### src/rtl/master_start_seq.sv
`default_nettype none
// ============================================================================
// Module   : master_start_seq
// Brief    : Timed radar pulse-train sequencer with 1 Hz time resync and a
//            command FIFO whose entries execute back-to-back.
// Revision : 1.0
// ============================================================================
module master_start_seq #(
    parameter int TIME_W      = 64,
    parameter int FREQ_W      = 48,
    parameter int RATE_W      = 32,
    parameter int INT_W       = 32,
    parameter int NCNT_W      = 16,
    parameter int DEPTH       = 4,
    parameter int LATE_POLICY = 0
) (
    input  logic                      CLK,
    input  logic                      RESET_N,
    input  logic [TIME_W-1:0]         SYS_TIME,
    input  logic                      SYS_TIME_UPDATE,
    input  logic                      T1hz,
    output logic                      SYS_TIME_UPDATE_OK,
    output logic [TIME_W-1:0]         TIME_NOW,
    input  logic                      CMD_WR,
    input  logic [FREQ_W-1:0]         CMD_FREQ,
    input  logic [FREQ_W-1:0]         CMD_DFREQ,
    input  logic [RATE_W-1:0]         CMD_DRATE,
    input  logic [TIME_W-1:0]         CMD_TSTART,
    input  logic [NCNT_W-1:0]         CMD_N,
    input  logic                      CMD_COH,
    input  logic [INT_W-1:0]          CMD_TBL1,
    input  logic [INT_W-1:0]          CMD_TIZ,
    input  logic [INT_W-1:0]          CMD_TBL2,
    input  logic [INT_W-1:0]          CMD_TPR,
    input  logic                      ABORT,
    output logic                      CMD_FULL,
    output logic [$clog2(DEPTH):0]    FIFO_LEVEL,
    output logic                      CMD_OVF,
    output logic                      CMD_LATE,
    output logic                      CMD_DONE,
    output logic                      ABORTED,
    output logic                      BUSY,
    output logic [FREQ_W-1:0]         DDS_freq,
    output logic [FREQ_W-1:0]         DDS_delta_freq,
    output logic [RATE_W-1:0]         DDS_delta_rate,
    output logic                      DDS_start,
    output logic                      En_Iz,
    output logic                      En_Pr
);

    localparam int AW = $clog2(DEPTH);

    typedef struct packed {
        logic [FREQ_W-1:0] freq;
        logic [FREQ_W-1:0] dfreq;
        logic [RATE_W-1:0] drate;
        logic [TIME_W-1:0] tstart;
        logic [NCNT_W-1:0] n;
        logic              coh;
        logic [INT_W-1:0]  tbl1;
        logic [INT_W-1:0]  tiz;
        logic [INT_W-1:0]  tbl2;
        logic [INT_W-1:0]  tpr;
    } cmd_t;

    typedef enum logic [2:0] {
        S_IDLE = 3'd0,
        S_LOAD = 3'd1,
        S_WAIT = 3'd2,
        S_BL1  = 3'd3,
        S_IZ   = 3'd4,
        S_BL2  = 3'd5,
        S_PR   = 3'd6,
        S_NEXT = 3'd7
    } state_t;

    // ------------------------------------------------------------------------
    // System time and 1 Hz resynchronisation
    // ------------------------------------------------------------------------
    logic t1_s1, t1_s2, t1_d, upd_d, arm, mark, reload;

    assign mark   = t1_s2 & ~t1_d;
    assign reload = mark & arm;

    always_ff @(posedge CLK or negedge RESET_N) begin
        if (!RESET_N) begin
            t1_s1              <= 1'b0;
            t1_s2              <= 1'b0;
            t1_d               <= 1'b0;
            upd_d              <= 1'b0;
            arm                <= 1'b0;
            SYS_TIME_UPDATE_OK <= 1'b0;
            TIME_NOW           <= '0;
        end else begin
            t1_s1              <= T1hz;
            t1_s2              <= t1_s1;
            t1_d               <= t1_s2;
            upd_d              <= SYS_TIME_UPDATE;
            SYS_TIME_UPDATE_OK <= reload;
            TIME_NOW           <= reload ? SYS_TIME : TIME_NOW + TIME_W'(1);
            // A fresh arm request in the load cycle survives for the next mark
            if (reload)
                arm <= 1'b0;
            if (SYS_TIME_UPDATE && !upd_d)
                arm <= 1'b1;
        end
    end

    // ------------------------------------------------------------------------
    // Command FIFO
    // ------------------------------------------------------------------------
    cmd_t          mem [DEPTH];
    cmd_t          wr_cmd, head;
    logic [AW-1:0] wr_ptr, rd_ptr;
    logic [AW:0]   level;
    logic          full, push, pop;
    state_t        state, nxt;

    assign wr_cmd     = '{freq: CMD_FREQ, dfreq: CMD_DFREQ, drate: CMD_DRATE,
                          tstart: CMD_TSTART, n: CMD_N, coh: CMD_COH,
                          tbl1: CMD_TBL1, tiz: CMD_TIZ, tbl2: CMD_TBL2, tpr: CMD_TPR};
    assign head       = mem[rd_ptr];
    assign full       = (level == (AW+1)'(DEPTH));
    assign push       = CMD_WR & (ABORT | ~full);
    assign pop        = (state == S_LOAD) & ~ABORT;
    assign CMD_FULL   = full;
    assign FIFO_LEVEL = level;

    always_ff @(posedge CLK) begin
        if (push)
            mem[ABORT ? '0 : wr_ptr] <= wr_cmd;
    end

    always_ff @(posedge CLK or negedge RESET_N) begin
        if (!RESET_N) begin
            wr_ptr <= '0;
            rd_ptr <= '0;
            level  <= '0;
        end else if (ABORT) begin
            // Flush, then let a simultaneous write land in the emptied FIFO
            rd_ptr <= '0;
            wr_ptr <= push ? AW'(1) : '0;
            level  <= push ? (AW+1)'(1) : '0;
        end else begin
            if (push)
                wr_ptr <= wr_ptr + AW'(1);
            if (pop)
                rd_ptr <= rd_ptr + AW'(1);
            case ({push, pop})
                2'b10:   level <= level + (AW+1)'(1);
                2'b01:   level <= level - (AW+1)'(1);
                default: level <= level;
            endcase
        end
    end

    // ------------------------------------------------------------------------
    // Sequencer
    // ------------------------------------------------------------------------
    logic [FREQ_W-1:0] freq, dfreq;
    logic [RATE_W-1:0] drate;
    logic [TIME_W-1:0] tstart;
    logic [NCNT_W-1:0] n_rem;
    logic              coh;
    logic [INT_W-1:0]  tbl1, tiz, tbl2, tpr, cnt, dur;
    logic              late, final_pulse, cnt_done;
    state_t            ent0, ent1, ent2, ent3;

    // entN is the first phase at or after position N with a non-zero length
    always_comb begin
        ent3        = (tpr  != '0) ? S_PR  : S_NEXT;
        ent2        = (tbl2 != '0) ? S_BL2 : ent3;
        ent1        = (tiz  != '0) ? S_IZ  : ent2;
        ent0        = (tbl1 != '0) ? S_BL1 : ent1;
        late        = (head.tstart < TIME_NOW);
        final_pulse = (n_rem <= NCNT_W'(1));
        cnt_done    = (cnt == '0);
        nxt         = state;
        case (state)
            S_IDLE: if (level != '0) nxt = S_LOAD;
            S_LOAD: nxt = (late && LATE_POLICY == 0) ? S_IDLE : S_WAIT;
            S_WAIT: if (TIME_NOW >= tstart) nxt = (n_rem == '0) ? S_NEXT : ent0;
            S_BL1:  if (cnt_done) nxt = ent1;
            S_IZ:   if (cnt_done) nxt = ent2;
            S_BL2:  if (cnt_done) nxt = ent3;
            S_PR:   if (cnt_done) nxt = S_NEXT;
            S_NEXT: nxt = final_pulse ? ((level != '0) ? S_LOAD : S_IDLE) : ent0;
            default: nxt = S_IDLE;
        endcase
        if (ABORT)
            nxt = S_IDLE;
        case (nxt)
            S_BL1:   dur = tbl1;
            S_IZ:    dur = tiz;
            S_BL2:   dur = tbl2;
            S_PR:    dur = tpr;
            default: dur = '0;
        endcase
    end

    always_ff @(posedge CLK or negedge RESET_N) begin
        if (!RESET_N) begin
            state          <= S_IDLE;
            cnt            <= '0;
            n_rem          <= '0;
            coh            <= 1'b0;
            freq           <= '0;
            dfreq          <= '0;
            drate          <= '0;
            tstart         <= '0;
            tbl1           <= '0;
            tiz            <= '0;
            tbl2           <= '0;
            tpr            <= '0;
            CMD_OVF        <= 1'b0;
            CMD_LATE       <= 1'b0;
            CMD_DONE       <= 1'b0;
            ABORTED        <= 1'b0;
            BUSY           <= 1'b0;
            DDS_freq       <= '0;
            DDS_delta_freq <= '0;
            DDS_delta_rate <= '0;
            DDS_start      <= 1'b0;
            En_Iz          <= 1'b0;
            En_Pr          <= 1'b0;
        end else begin
            state    <= nxt;
            CMD_OVF  <= CMD_WR & full & ~ABORT;
            CMD_LATE <= pop & late;
            CMD_DONE <= (state == S_NEXT) & final_pulse & ~ABORT;
            ABORTED  <= ABORT & (state != S_IDLE);
            BUSY     <= (nxt != S_IDLE);
            En_Iz    <= (nxt == S_IZ);
            En_Pr    <= (nxt == S_PR);
            // Coherent trains keep the DDS running until the final NEXT
            if (coh)
                DDS_start <= (nxt == S_IZ) |
                             (DDS_start & ((nxt inside {S_BL1, S_IZ, S_BL2, S_PR}) |
                                           ((nxt == S_NEXT) & ~final_pulse)));
            else
                DDS_start <= (nxt == S_IZ);

            if (nxt != state)
                cnt <= dur - INT_W'(1);
            else if (!cnt_done)
                cnt <= cnt - INT_W'(1);

            if (pop) begin
                freq   <= head.freq;
                dfreq  <= head.dfreq;
                drate  <= head.drate;
                tstart <= head.tstart;
                n_rem  <= head.n;
                coh    <= head.coh;
                tbl1   <= head.tbl1;
                tiz    <= head.tiz;
                tbl2   <= head.tbl2;
                tpr    <= head.tpr;
            end else if (state == S_NEXT && n_rem != '0) begin
                n_rem <= n_rem - NCNT_W'(1);
            end

            if (state == S_WAIT && nxt != S_WAIT && !ABORT) begin
                DDS_freq       <= freq;
                DDS_delta_freq <= dfreq;
                DDS_delta_rate <= drate;
            end
        end
    end

endmodule
`default_nettype wire

### config.mk
export PLATFORM = sky130hd
export DESIGN_NAME = master_start_seq
export DESIGN_NICKNAME = d
export VERILOG_FILES = /design/src/rtl/master_start_seq.sv
export SDC_FILE = /design/constraint.sdc
export NUM_CORES = 2
export LEC_CHECK = 0
export ABC_CLOCK_PERIOD_IN_PS = 43800
export CELL_PAD_IN_SITES_DETAIL_PLACEMENT = 1
export CELL_PAD_IN_SITES_GLOBAL_PLACEMENT = 1
export CORE_UTILIZATION = 49
export DETAILED_ROUTE_END_ITERATION = 10
export GPL_TIMING_DRIVEN = 0
export PLACE_DENSITY_LB_ADDON = 0.1
export SLEW_MARGIN = 0
export SYNTH_ARGS = -nofsm -noshare
export SYNTH_HDL_FRONTEND = slang
export SYNTH_SLANG_ARGS = --single-unit
### constraint.sdc
create_clock -name CLK -period 43.8 [get_ports CLK]
set_clock_uncertainty 0.2 [all_clocks]
set_input_delay 8.76 -clock CLK [delete_from_list [all_inputs] [get_ports CLK]]
set_output_delay 8.76 -clock CLK [all_outputs]
set_load 0.005 [all_outputs]
==> flow_summary.yaml <==
run_status:
  status: "finished clean"
critical_path:
  r2r_setup_slack_ps: 33780
  arrival_ps: 13630
  crit_type: "in -> reg"
  path_max_fanout: 10
  cp-start-kind: "primary input"
  cp.required_ps: 44300
  cp-end-kind: "flip-flop"
power:
  power-per-cell-area_nw_per_um2: 61.1
  p_sw_mw: 1.82
  ir_drop_mv: 0.0467
  p_leak_nw: 34.8
  p_sw_share_pct: 31.6
  clkPwrFrac_pct: 29.6
  p_comb_share_pct: 27.3
  p_int_mw: 3.93
  seqPwrFrac_pct: 43.1
sta:
  max_slew_margin_pct: 7.25
  rsz0062_at_grt: "no"
  final.period_utilization_pct: 30.0
  period_minus_slack_ps: 13130
  worst_pin_slew_ps: 1390
  max_freq_mhz: 76.2
  hold_viol_final: 0
  finalSetupViolations: 0
  drv_slew: 0
detailed_routing:
  drtAntennaViolNets: 0
  drt_iter0_markers: 3005
  drc_errors: 0
  wl_mm: 216
  num_vias: 45341
  vias_per_cell: 5.66
  firstDrtPassIters: 5
  wl_per_cell_um: 27.0
synthesis:
  synth-edff-count: 1348
  synth_ff_type: "edfxtp_1"
  async_flop_share_pct: 30.3
  synthAdderAreaFrac_pct: 2.15
  synth_compound_area_share_pct: 3.33
  syn-num-nets: 5409
  synthCells: 4870
  syn-mean-instance-area_um2: 15.9
  synth.area.mux_share_pct: 12.3
  synth-seq-cells: 1933
  synthXorXnorAreaFrac_pct: 1.14
  ys_warn_count: 0
  netlist_area_um2: 77300
  synth-simple-area-share_pct: 7.96
  yosysSeqAreaShare_pct: 71.3
  yosysUniqueCellTypes: 93
  synth_top_family_by_area: "multiplexers"
floorplan:
  dieHeight_um: 399
  pin_count: 612
  rows: 145
  die_x_um: 399
  die_area_um2: 159000
  core_um2: 156000
  start_util_pct: 49.4
clock_tree:
  clkTransAtPathRegs_ps: 70
  cts_buffer_depth: 3
  cts_tree: "yes"
  postCtsSetupRepairBufs: 0
  cts_root_buffer: "clkbuf_16"
  ctsResizeCount: 0
  cts_hold_buf: 0
  clk_latency_ps: 840
  htree_levels: 4
  numCtsBuffers: 199
  clock_sinks: 1933
cells_and_area:
  regArea_um2: 55100
  area_growth_pct: 21.8
  nets: 6299
  final_cell_mix: "edfxtp_1 (1348), nand2_1 (1008), clkdlybuf4s50_1 (609)"
  multi_input_area_um2: 20800
  layout_commonest_cell: "edfxtp_1"
  nFillCells: 14385
  final_cells: 8016
  drive_gt1_share_pct: 15.7
  utilization_pct: 60.2
placement:
  globalplace.congestion: 0.904
  portBuffers: 610
  dpl.cell_count: 7617
  hpwlAfterDp_mm: 154
grt:
  grt_pass1_wl_mm: 318
  grt_max_degree: 108
  antenna_found_initial: 62
  grt_pass1_vias: 48602
  grt.overflow.total: 0
  track_usage_pct: 27.2
worst_hold_path:
  hp-class: "reg -> reg"
run:
  drv_cap: 0
==> final timing paths <==
path | from | to | depth (start not counted)
setup / recovery | ABORT | cnt[30] | 17
hold / removal | t1_s1 | t1_s2 | 0
setup reg to reg | rd_ptr[0] | cnt[30] | 25
hold reg to reg | t1_s1 | t1_s2 | 0
max in group asynchronous | RESET_N | DDS_freq[31] | 4
min in group asynchronous | RESET_N | TIME_NOW[41] | 1
==> critical path, cell delays in order <==
cell,delay [ps]
clkbuf_1,170
nor2_1,560
and3_1,260
a211oi_2,50
o2111ai_2,180
buf_2,340
buf_2,280
buf_2,300
buf_1,470
clkbuf_1,470
a21o_1,180
ha_1,200
nor3b_2,350
nand4_4,280
nor2_2,330
nand3_2,110
mux2_4,310
==> state kept, by name, indices dropped and copies added (netlist names), 48 cells and up <==
| register | count |
|---|---|
| mem | 1348 |
| TIME_NOW | 64 |
| tstart | 64 |
| DDS_delta_freq | 48 |
| DDS_freq | 48 |
| dfreq | 48 |
| freq | 48 |
==> final cells by class <==
cell class / instances / share of cell area, %
timing repair buffer: 689 / 8.05
tap: 2058 / 2.73
clock buffer: 273 / 5.91
antenna: 24 / 0.0638
inverter: 147 / 0.586
sequential: 1933 / 58.5
clock inverter: 102 / 1.13
buffer: 215 / 0.915
multi-input combinational: 2575 / 22.1
==> cell families (layout without fill, tap and decap cells) <==
logic type	count (synthesis)	after routing
compound gates	417	417
xor+xnor	101	101
fa+ha+maj	132	132
buf+inv	362	1426
flops	1933	1933
mux	509	509
other cells	0	24
simple gates	1416	1416
==> cell usage after synthesis, drive strengths merged (4+ instances only) <==
library cell / number / area share [%]
xnor2: 88 / 1.0
or4: 5 / 0.053
nor2b: 10 / 0.084
a221oi: 8 / 0.12
or3: 6 / 0.049
a22oi: 21 / 0.21
and3: 22 / 0.18
inv: 147 / 0.71
nand3: 69 / 0.47
a211oi: 17 / 0.21
nor3: 48 / 0.36
a21oi: 88 / 0.58
o211ai: 8 / 0.078
clkbuf: 156 / 0.76
mux4: 337 / 9.8
mux2i: 25 / 0.32
a31oi: 9 / 0.081
buf: 59 / 0.35
nand2b: 4 / 0.032
o21a: 7 / 0.068
mux2: 147 / 2.1
and4: 7 / 0.079
o31ai: 4 / 0.039
a21o: 15 / 0.15
dfrtp: 585 / 19
or2: 5 / 0.040
nor4: 58 / 0.55
edfxtp: 1348 / 52
nand2: 1009 / 4.9
nand4: 43 / 0.39
nor2: 111 / 0.56
xor2: 13 / 0.15
o22ai: 8 / 0.065
o21ai: 202 / 1.3
nor3b: 10 / 0.12
ha: 131 / 2.1
==> per-layer routing <==
layer | vias up | part of all wire, % | track usage, %
met3 | 385 | 6.4 | 5.50
met2 | 1213 | 50 | 45.7
li1 | 20020 | - | -
met4 | 50 | 3.4 | 8.97
met1 | 23673 | 40 | 35.5
met5 | - | 0.15 | 0
==> power groups by stage <==
stage | Clock (mW) | Combinational, mW | Sequential, mW
global route | 1.80 | 1.73 | 2.51
CTS | 1.73 | 1.59 | 2.48
detailed placement | 0 | 1.58 | 2.51
finish | 1.70 | 1.57 | 2.48
global placement | 0 | 1.50 | 2.61
floorplan | 0 | 0.993 | 2.48
==> through the flow <==
step	TNS [ps]	power [mW]	hold WS, ps	instance area (µm²)	worst slack, ps
2_1_floorplan	0	3.47	131	77300	15240
3_3_place_gp	-444210	4.11	135	86000	-1370
3_5_place_dp	0	4.09	139	87500	29890
4_1_cts	0	5.81	151	94100	30740
5_1_grt	0	6.03	155	94200	30480
6_report	0	5.75	150	94200	30670
Power figures use the tool's default switching activity.
